$ cat config.mk
export PLATFORM = sky130hd
export DESIGN_NAME = lcd_nibble_sequencer
export DESIGN_NICKNAME = d
export VERILOG_FILES = /design/src/rtl/lcd_pkg.sv /design/src/rtl/lcd_e_pulser.sv /design/src/rtl/lcd_nibble_sequencer.sv
export SDC_FILE = /design/constraint.sdc
export NUM_CORES = 1
export LEC_CHECK = 0
export CAP_MARGIN = 5
export CORE_UTILIZATION = 45
export DETAILED_ROUTE_END_ITERATION = 12
export GPL_TIMING_DRIVEN = 0
export SYNTH_ARGS = -nofsm -noshare
export SYNTH_HDL_FRONTEND = slang
export SYNTH_SLANG_ARGS = --single-unit
$ cat constraint.sdc
create_clock -name clk -period 4.97 [get_ports clk]
set_clock_uncertainty 0.2 [all_clocks]
set_input_delay 1.491 -clock clk [delete_from_list [all_inputs] [get_ports clk]]
set_output_delay 1.491 -clock clk [all_outputs]
set_load 0.01 [all_outputs]
$ cat src/rtl/lcd_pkg.sv
// Shared types and constants for the HD44780 4-bit write-only sequencer.
package lcd_pkg;

  typedef enum logic [3:0] {
    PWR_WAIT, INIT, IDLE, SETUP_H, E_H, GAP, SETUP_L, E_L, EXEC
  } seq_state_e;

  typedef enum logic [1:0] {P_IDLE, P_SETUP, P_HIGH} pulse_state_e;

  localparam logic [7:0] CMD_FUNC_SET = 8'h28;
  localparam logic [7:0] CMD_ENTRY    = 8'h06;
  localparam logic [7:0] CMD_DISP_ON  = 8'h0C;
  localparam logic [7:0] CMD_CLEAR    = 8'h01;

  // Element [0] is sent first.
  localparam logic [3:0][3:0] INIT_NIBBLES = {4'h2, 4'h3, 4'h3, 4'h3};
  localparam logic [3:0][7:0] INIT_BYTES   = {CMD_CLEAR, CMD_DISP_ON, CMD_ENTRY, CMD_FUNC_SET};

  // Clear display (0x01) and return home (0x02/0x03) need the long execution wait.
  function automatic logic is_clear_home(input logic rs, input logic [7:0] data);
    return !rs && (data[7:2] == 6'd0) && (data[1:0] != 2'd0);
  endfunction

endpackage

$ cat src/rtl/lcd_e_pulser.sv
// Presents one nibble, waits the setup time, then drives a fixed-width E pulse.
// done is high for the single cycle whose closing edge drops lcd_e.
module lcd_e_pulser
  import lcd_pkg::*;
#(
  parameter int T_SETUP  = 4,
  parameter int T_E_HIGH = 24,
  parameter int PW       = 5
) (
  input  logic       clk,
  input  logic       rst_n,
  input  logic       start,
  input  logic       clear,
  input  logic [3:0] nibble,
  input  logic       rs,
  output logic       lcd_e,
  output logic [3:0] lcd_d,
  output logic       lcd_rs,
  output logic       done
);

  pulse_state_e    state;
  logic [PW-1:0]   cnt;

  assign done = (state == P_HIGH) && (cnt == '0);

  // NOTE: state registers use non-blocking assignments so every flop samples pre-edge values.
  always_ff @(posedge clk or negedge rst_n) begin
    if (!rst_n) begin
      state  <= P_IDLE;
      cnt    <= '0;
      lcd_e  <= 1'b0;
      lcd_d  <= 4'h0;
      lcd_rs <= 1'b0;
    end else begin
      unique case (state)
        P_IDLE: begin
          if (start) begin
            lcd_d  <= nibble;
            lcd_rs <= rs;
            cnt    <= PW'(T_SETUP - 1);
            state  <= P_SETUP;
          end else if (clear) begin
            lcd_d  <= 4'h0;
            lcd_rs <= 1'b0;
          end
        end
        P_SETUP: begin
          if (cnt == '0) begin
            lcd_e <= 1'b1;
            cnt   <= PW'(T_E_HIGH - 1);
            state <= P_HIGH;
          end else begin
            cnt <= cnt - PW'(1);
          end
        end
        P_HIGH: begin
          // Pins stay put on the falling edge; only a later start or clear moves them.
          if (cnt == '0) begin
            lcd_e <= 1'b0;
            state <= P_IDLE;
          end else begin
            cnt <= cnt - PW'(1);
          end
        end
        default: state <= P_IDLE;
      endcase
    end
  end

endmodule

$ cat src/rtl/lcd_nibble_sequencer.sv
// HD44780 4-bit write-only controller: runs power-on init, then writes client
// bytes as two nibbles and waits out each byte's execution time.
module lcd_nibble_sequencer
  import lcd_pkg::*;
#(
  parameter int T_PWRUP      = 1500000,
  parameter int T_INIT_LONG  = 410000,
  parameter int T_INIT_SHORT = 10000,
  parameter int T_SETUP      = 4,
  parameter int T_E_HIGH     = 24,
  parameter int T_GAP        = 100,
  parameter int T_CMD        = 4000,
  parameter int T_CLR        = 164000,
  parameter int CW           = 21
) (
  input  logic       clk,
  input  logic       rst_n,
  input  logic       req_valid,
  input  logic       req_rs,
  input  logic [7:0] req_data,
  output logic       req_ready,
  output logic       init_done,
  output logic       lcd_e,
  output logic       lcd_rs,
  output logic       lcd_rw,
  output logic [3:0] lcd_d
);

  localparam int PW = $clog2(((T_SETUP > T_E_HIGH) ? T_SETUP : T_E_HIGH) + 1);

  seq_state_e    state;
  logic [CW-1:0] timer;
  logic [1:0]    init_idx;
  logic [1:0]    byte_idx;
  logic          nib_wait;
  logic [7:0]    byte_data;
  logic          byte_rs;

  logic          p_start, p_clear, p_rs, p_done;
  logic [3:0]    p_nib;
  logic          accept, timer_zero, more_init_bytes;

  assign accept          = req_valid && req_ready;
  assign timer_zero      = (timer == '0);
  assign more_init_bytes = !init_done && (byte_idx != 2'd3);
  assign lcd_rw          = 1'b0;

  function automatic logic [CW-1:0] init_wait(input logic [1:0] idx);
    case (idx)
      2'd0:    return CW'(T_INIT_LONG - 1);
      2'd1:    return CW'(T_INIT_SHORT - 1);
      default: return CW'(T_CMD - 1);
    endcase
  endfunction

  // The pulser is started on the very edge a wait expires, so its launch is combinational.
  // NOTE: every always_comb output gets a default first so no path infers a latch.
  always_comb begin
    p_start = 1'b0;
    p_clear = 1'b0;
    p_nib   = 4'h0;
    p_rs    = 1'b0;
    unique case (state)
      PWR_WAIT: if (timer_zero) begin
        p_start = 1'b1;
        p_nib   = INIT_NIBBLES[0];
      end
      INIT: if (nib_wait && timer_zero) begin
        p_start = 1'b1;
        p_nib   = (init_idx == 2'd3) ? INIT_BYTES[0][7:4] : INIT_NIBBLES[init_idx + 2'd1];
      end
      IDLE: if (accept) begin
        p_start = 1'b1;
        p_nib   = req_data[7:4];
        p_rs    = req_rs;
      end
      GAP: if (timer_zero) begin
        p_start = 1'b1;
        p_nib   = byte_data[3:0];
        p_rs    = byte_rs;
      end
      EXEC: if (timer_zero) begin
        if (more_init_bytes) begin
          p_start = 1'b1;
          p_nib   = INIT_BYTES[byte_idx + 2'd1][7:4];
        end else begin
          p_clear = 1'b1;
        end
      end
      default: ;
    endcase
  end

  always_ff @(posedge clk or negedge rst_n) begin
    if (!rst_n) begin
      state     <= PWR_WAIT;
      timer     <= CW'(T_PWRUP - 1);
      init_idx  <= 2'd0;
      byte_idx  <= 2'd0;
      nib_wait  <= 1'b0;
      byte_data <= 8'h00;
      byte_rs   <= 1'b0;
      init_done <= 1'b0;
      req_ready <= 1'b0;
    end else begin
      unique case (state)
        PWR_WAIT: begin
          if (timer_zero) state <= INIT;
          else            timer <= timer - CW'(1);
        end
        INIT: begin
          if (!nib_wait) begin
            if (p_done) begin
              nib_wait <= 1'b1;
              timer    <= init_wait(init_idx);
            end
          end else if (!timer_zero) begin
            timer <= timer - CW'(1);
          end else if (init_idx != 2'd3) begin
            init_idx <= init_idx + 2'd1;
            nib_wait <= 1'b0;
          end else begin
            state     <= SETUP_H;
            byte_idx  <= 2'd0;
            byte_rs   <= 1'b0;
            byte_data <= INIT_BYTES[0];
          end
        end
        IDLE: if (accept) begin
          state     <= SETUP_H;
          byte_rs   <= req_rs;
          byte_data <= req_data;
          req_ready <= 1'b0;
        end
        SETUP_H, E_H: begin
          if (p_done) begin
            state <= GAP;
            timer <= CW'(T_GAP - 1);
          end else if (lcd_e) begin
            state <= E_H;
          end
        end
        GAP: begin
          if (timer_zero) state <= SETUP_L;
          else            timer <= timer - CW'(1);
        end
        SETUP_L, E_L: begin
          if (p_done) begin
            state <= EXEC;
            timer <= is_clear_home(byte_rs, byte_data) ? CW'(T_CLR - 1) : CW'(T_CMD - 1);
          end else if (lcd_e) begin
            state <= E_L;
          end
        end
        EXEC: begin
          if (!timer_zero) begin
            timer <= timer - CW'(1);
          end else if (more_init_bytes) begin
            state     <= SETUP_H;
            byte_idx  <= byte_idx + 2'd1;
            byte_data <= INIT_BYTES[byte_idx + 2'd1];
          end else begin
            state     <= IDLE;
            init_done <= 1'b1;
            req_ready <= 1'b1;
          end
        end
        default: state <= PWR_WAIT;
      endcase
    end
  end

  lcd_e_pulser #(
    .T_SETUP  (T_SETUP),
    .T_E_HIGH (T_E_HIGH),
    .PW       (PW)
  ) u_pulser (
    .clk    (clk),
    .rst_n  (rst_n),
    .start  (p_start),
    .clear  (p_clear),
    .nibble (p_nib),
    .rs     (p_rs),
    .lcd_e  (lcd_e),
    .lcd_d  (lcd_d),
    .lcd_rs (lcd_rs),
    .done   (p_done)
  );

endmodule

==> flow_summary.yaml <==
floorplanning:
  die_h_um: 93.20
  io_pins: 21
  dieWidth_um: 93.20
  fp-row-count: 32
  fp.coreArea_mm2: 0.007888
  die-area_mm2: 0.008685
  initial_core_util_pct: 47.45
route:
  wl_per_cell_um: 19.88
  drtPass1Iterations: 5
  drc: 0
  wl_um: 10780
  routed_via_density: 6.518
  ant_nets: 0
  vias: 3533
  initialDrtViolationCount: 362
flow_run:
  drv_cap: 0
synthesis:
  synth_cell_types: 65
  syn_inst: 412
  yosysWarningCount: 0
  synthFlopType: "dfrtp_1"
  yosysSeqAreaShare_pct: 36.58
  synth-seq-cells: 54
  synth_nets: 441
  async_reset_ff_share_pct: 100.0
  post_synth.cell_area_avg_um2: 9.083
  synth_edf_count: 0
  syn_area_mm2: 0.003742
timing:
  finalSetupTns_ns: 0
  post-route-min-period_ns: 3.792
  setup_viol: 0
  finalCritPeriodShare_pct: 76.30
  fmax_mhz: 263.7
  drv_slew: 0
  worst_hold_slack_ns: 0.3072
  hold_viol_final: 0
  rsz0062_at_grt: "no"
  slew-limit-headroom_pct: 21.03
  worst-slew-pin-transition_ns: 1.177
min_path:
  hold_class: "register to register"
place:
  place_congestion: 0.9168
  dp_hpwl_um: 7925
  port_buffers: 19
power_and_ir_drop:
  internal_power_uw: 1150
  combPwrFrac_pct: 53.6
  power.net_switching_uw: 1049
  clock_power_share_pct: 12.4
  pwr-share-seq_pct: 34.1
  p_per_area_mw_per_mm2: 527.5
  p_leak_uw: 0.001645
  ir_drop_mv: 0.1867
  sw_frac_of_total_pct: 47.70
clock_network:
  cts_tree: "yes"
  post_cts_resized: 0
  cts_buffer_depth: 2
  cts_hold_buf: 0
  htree_num_levels: 2
  clock-sinks: 54
  cts_root_buffer: "clkbuf_8"
  clk_pin_slew_ns: 0.11
  cts-buffers-inserted: 5
  worstSkewPairLatency_ns: 0.33
  cts_setup_buffers: 0
setup_path:
  setup.worst_path.start_class: "input port"
  crit_arrival_ns: 3.81
  critical_path_class: "input port to register"
  critical_path.cell_chain: "clkdlybuf4s50_1 -> nand2_1 -> nor2_1 -> a311oi_1 -> nor3_1 -> a22o_1"
  slowest_delay_ns: 0.98
  required_ns: 4.99
  path_buf_inv: 1
  cpLargestDelayFamily: "compound AO/OA/AOI/OAI gates"
  cp_max_fo: 9
  cp-end-kind: "register"
  cp_slowest_cell: "a311oi_1"
global_routing:
  grt-ovfl-total: 0
  track_usage_pct: 26.82
  grt_pass1_wl_um: 18270
  grt_pass1_vias: 3497
  antenna_found_initial: 0
  grt_start_max_net_pins: 33
layout:
  drive_gt1_share_pct: 12.05
  mostFrequentLayoutCell: "dfrtp_1"
  layout.nets: 468
  mostFrequentLayoutCells: "dfrtp_1, nor2_1, o21ai_0, inv_1, nand2_1"
  final_util_pct: 52.86
  nFillCells: 741
  antenna_cells: 0
  synthToLayoutAreaGrowth_pct: 11.40
outcome:
  status: "complete, no violations"
layout make-up:
cell class	instances	area, µm²	area share (%)
well taps	102	127.6	3.061
clock buffers	5	68.82	1.651
repair buffers	20	205.2	4.922
flip-flops and latches	54	1369	32.83
multi-input cells	315	2206	52.91
plain buffers	22	88.84	2.131
inverters	21	78.83	1.891
clock inverters	3	25.02	0.6002
state kept, by name (all words and copies together), names as in the netlist:
| register | count |
|---|---|
| u_pulser.lcd_d | 4 |
| u_pulser.state | 2 |
| byte_idx | 2 |
| state | 4 |
| u_pulser.lcd_e | 1 |
| byte_data | 8 |
| u_pulser.lcd_rs | 1 |
| timer | 21 |
| byte_rs | 1 |
| init_idx | 2 |
| u_pulser.cnt | 5 |
| req_ready | 1 |
| init_done | 1 |
| nib_wait | 1 |
power groups by stage:
| stage | logic, µW | clock network, µW | registers, µW |
|---|---|---|---|
| 3_3_place_gp | 1140 | 0 | 749 |
| 2_1_floorplan | 836 | 0 | 715 |
| 3_5_place_dp | 1150 | 0 | 751 |
| 4_1_cts | 1160 | 278 | 744 |
| 6_report | 1180 | 272 | 749 |
| 5_1_grt | 1310 | 292 | 772 |
per-stage QoR:
stage                     instance area, µm²  cells  setup WS (ns)  power, µW
after global placement                  4060    533         0.4541       1890
after CTS                               4169    542          1.215       2183
after global routing                    4169    542         0.9657       2376
final                                   4169    542          1.178       2199
after floorplan                         3742    412          1.881       1550
after detailed placement                4075    534         0.8601       1904
worst register-to-register path, delay by kind of cell (launching register included):
| kind | cells | cell delay, ns |
|---|---|---|
| and+or+nand+nor | 2 | 0.57 |
| DFF | 1 | 0.41 |
| buffers and inverters | 3 | 1.00 |
| AOI/OAI and AO/OA | 3 | 0.95 |
| adders and majority gates | 1 | 0.17 |
cells in the mapped netlist (3+ instances only):
cell type | n | share of area, %
dfrtp_1 | 40 | 27
or3_1 | 11 | 1.8
mux2i_1 | 4 | 1.1
a31oi_1 | 10 | 1.7
o22ai_1 | 5 | 0.84
nand2_1 | 19 | 1.9
a22o_1 | 11 | 2.6
nor2_1 | 28 | 2.8
o31ai_1 | 7 | 1.4
nand4_1 | 5 | 0.84
and3_1 | 4 | 0.67
a211o_1 | 3 | 0.70
nor2b_1 | 6 | 1.0
nor3_1 | 8 | 1.1
a22oi_1 | 7 | 1.4
a31o_2 | 4 | 0.94
o2bb2ai_1 | 4 | 0.94
dfstp_2 | 14 | 9.8
inv_1 | 21 | 2.1
a211oi_1 | 6 | 1.2
a41oi_1 | 3 | 0.70
ha_1 | 17 | 5.7
mux2_2 | 8 | 2.4
o31a_1 | 4 | 0.94
and2_1 | 5 | 0.84
nor4b_1 | 4 | 0.94
nand3b_1 | 3 | 0.60
nand3_1 | 7 | 0.94
a21o_1 | 3 | 0.60
nand2b_1 | 4 | 0.67
a2111oi_0 | 3 | 0.70
o311ai_0 | 5 | 1.2
or2_2 | 5 | 0.84
a21oi_1 | 15 | 2.0
o221ai_1 | 3 | 0.70
nor4_1 | 8 | 1.3
clkbuf_1 | 18 | 1.8
o21ai_0 | 27 | 3.6
or4_1 | 8 | 1.6
o211ai_1 | 10 | 2.0
or4b_2 | 3 | 0.80
path summary, 6_finish.rpt:
check	start	endpoint	slack, ns	cells past startpoint
worst max-delay path	req_valid	u_pulser.cnt[2]	1.18	6
worst min-delay path	u_pulser.lcd_d[3]	u_pulser.lcd_d[3]	0.31	1
worst max register to register	u_pulser.cnt[0]	timer[3]	1.61	9
worst min register to register	u_pulser.lcd_d[3]	u_pulser.lcd_d[3]	0.31	1
max in group asynchronous	rst_n	timer[2]	2.98	2
min in group asynchronous	rst_n	u_pulser.cnt[1]	0.95	1
cell families (layout without fill, tap and decap cells):
logic type | Yosys count | in the layout | share of synthesized area (%)
and+or+nand+nor | 133 | 133 | 20.23
adders and majority gates | 17 | 17 | 5.684
muxes | 12 | 12 | 3.477
xor gates and xnor gates | 3 | 3 | 0.7022
buffers and inverters | 43 | 71 | 4.480
other | 1 | 1 | 0.1002
DFF | 54 | 54 | 36.58
AOI/OAI and AO/OA | 149 | 149 | 28.75
routing by layer:
layer / vias up / track usage, % / wire [µm]
met5: - / 0 / 0
met4: 0 / 7.949 / 274
met3: 24 / 3.659 / 631
met2: 125 / 43.01 / 4854
met1: 1718 / 37.60 / 5016
li1: 1666 / - / -
Note: power is estimated with default switching activity, not from simulation.
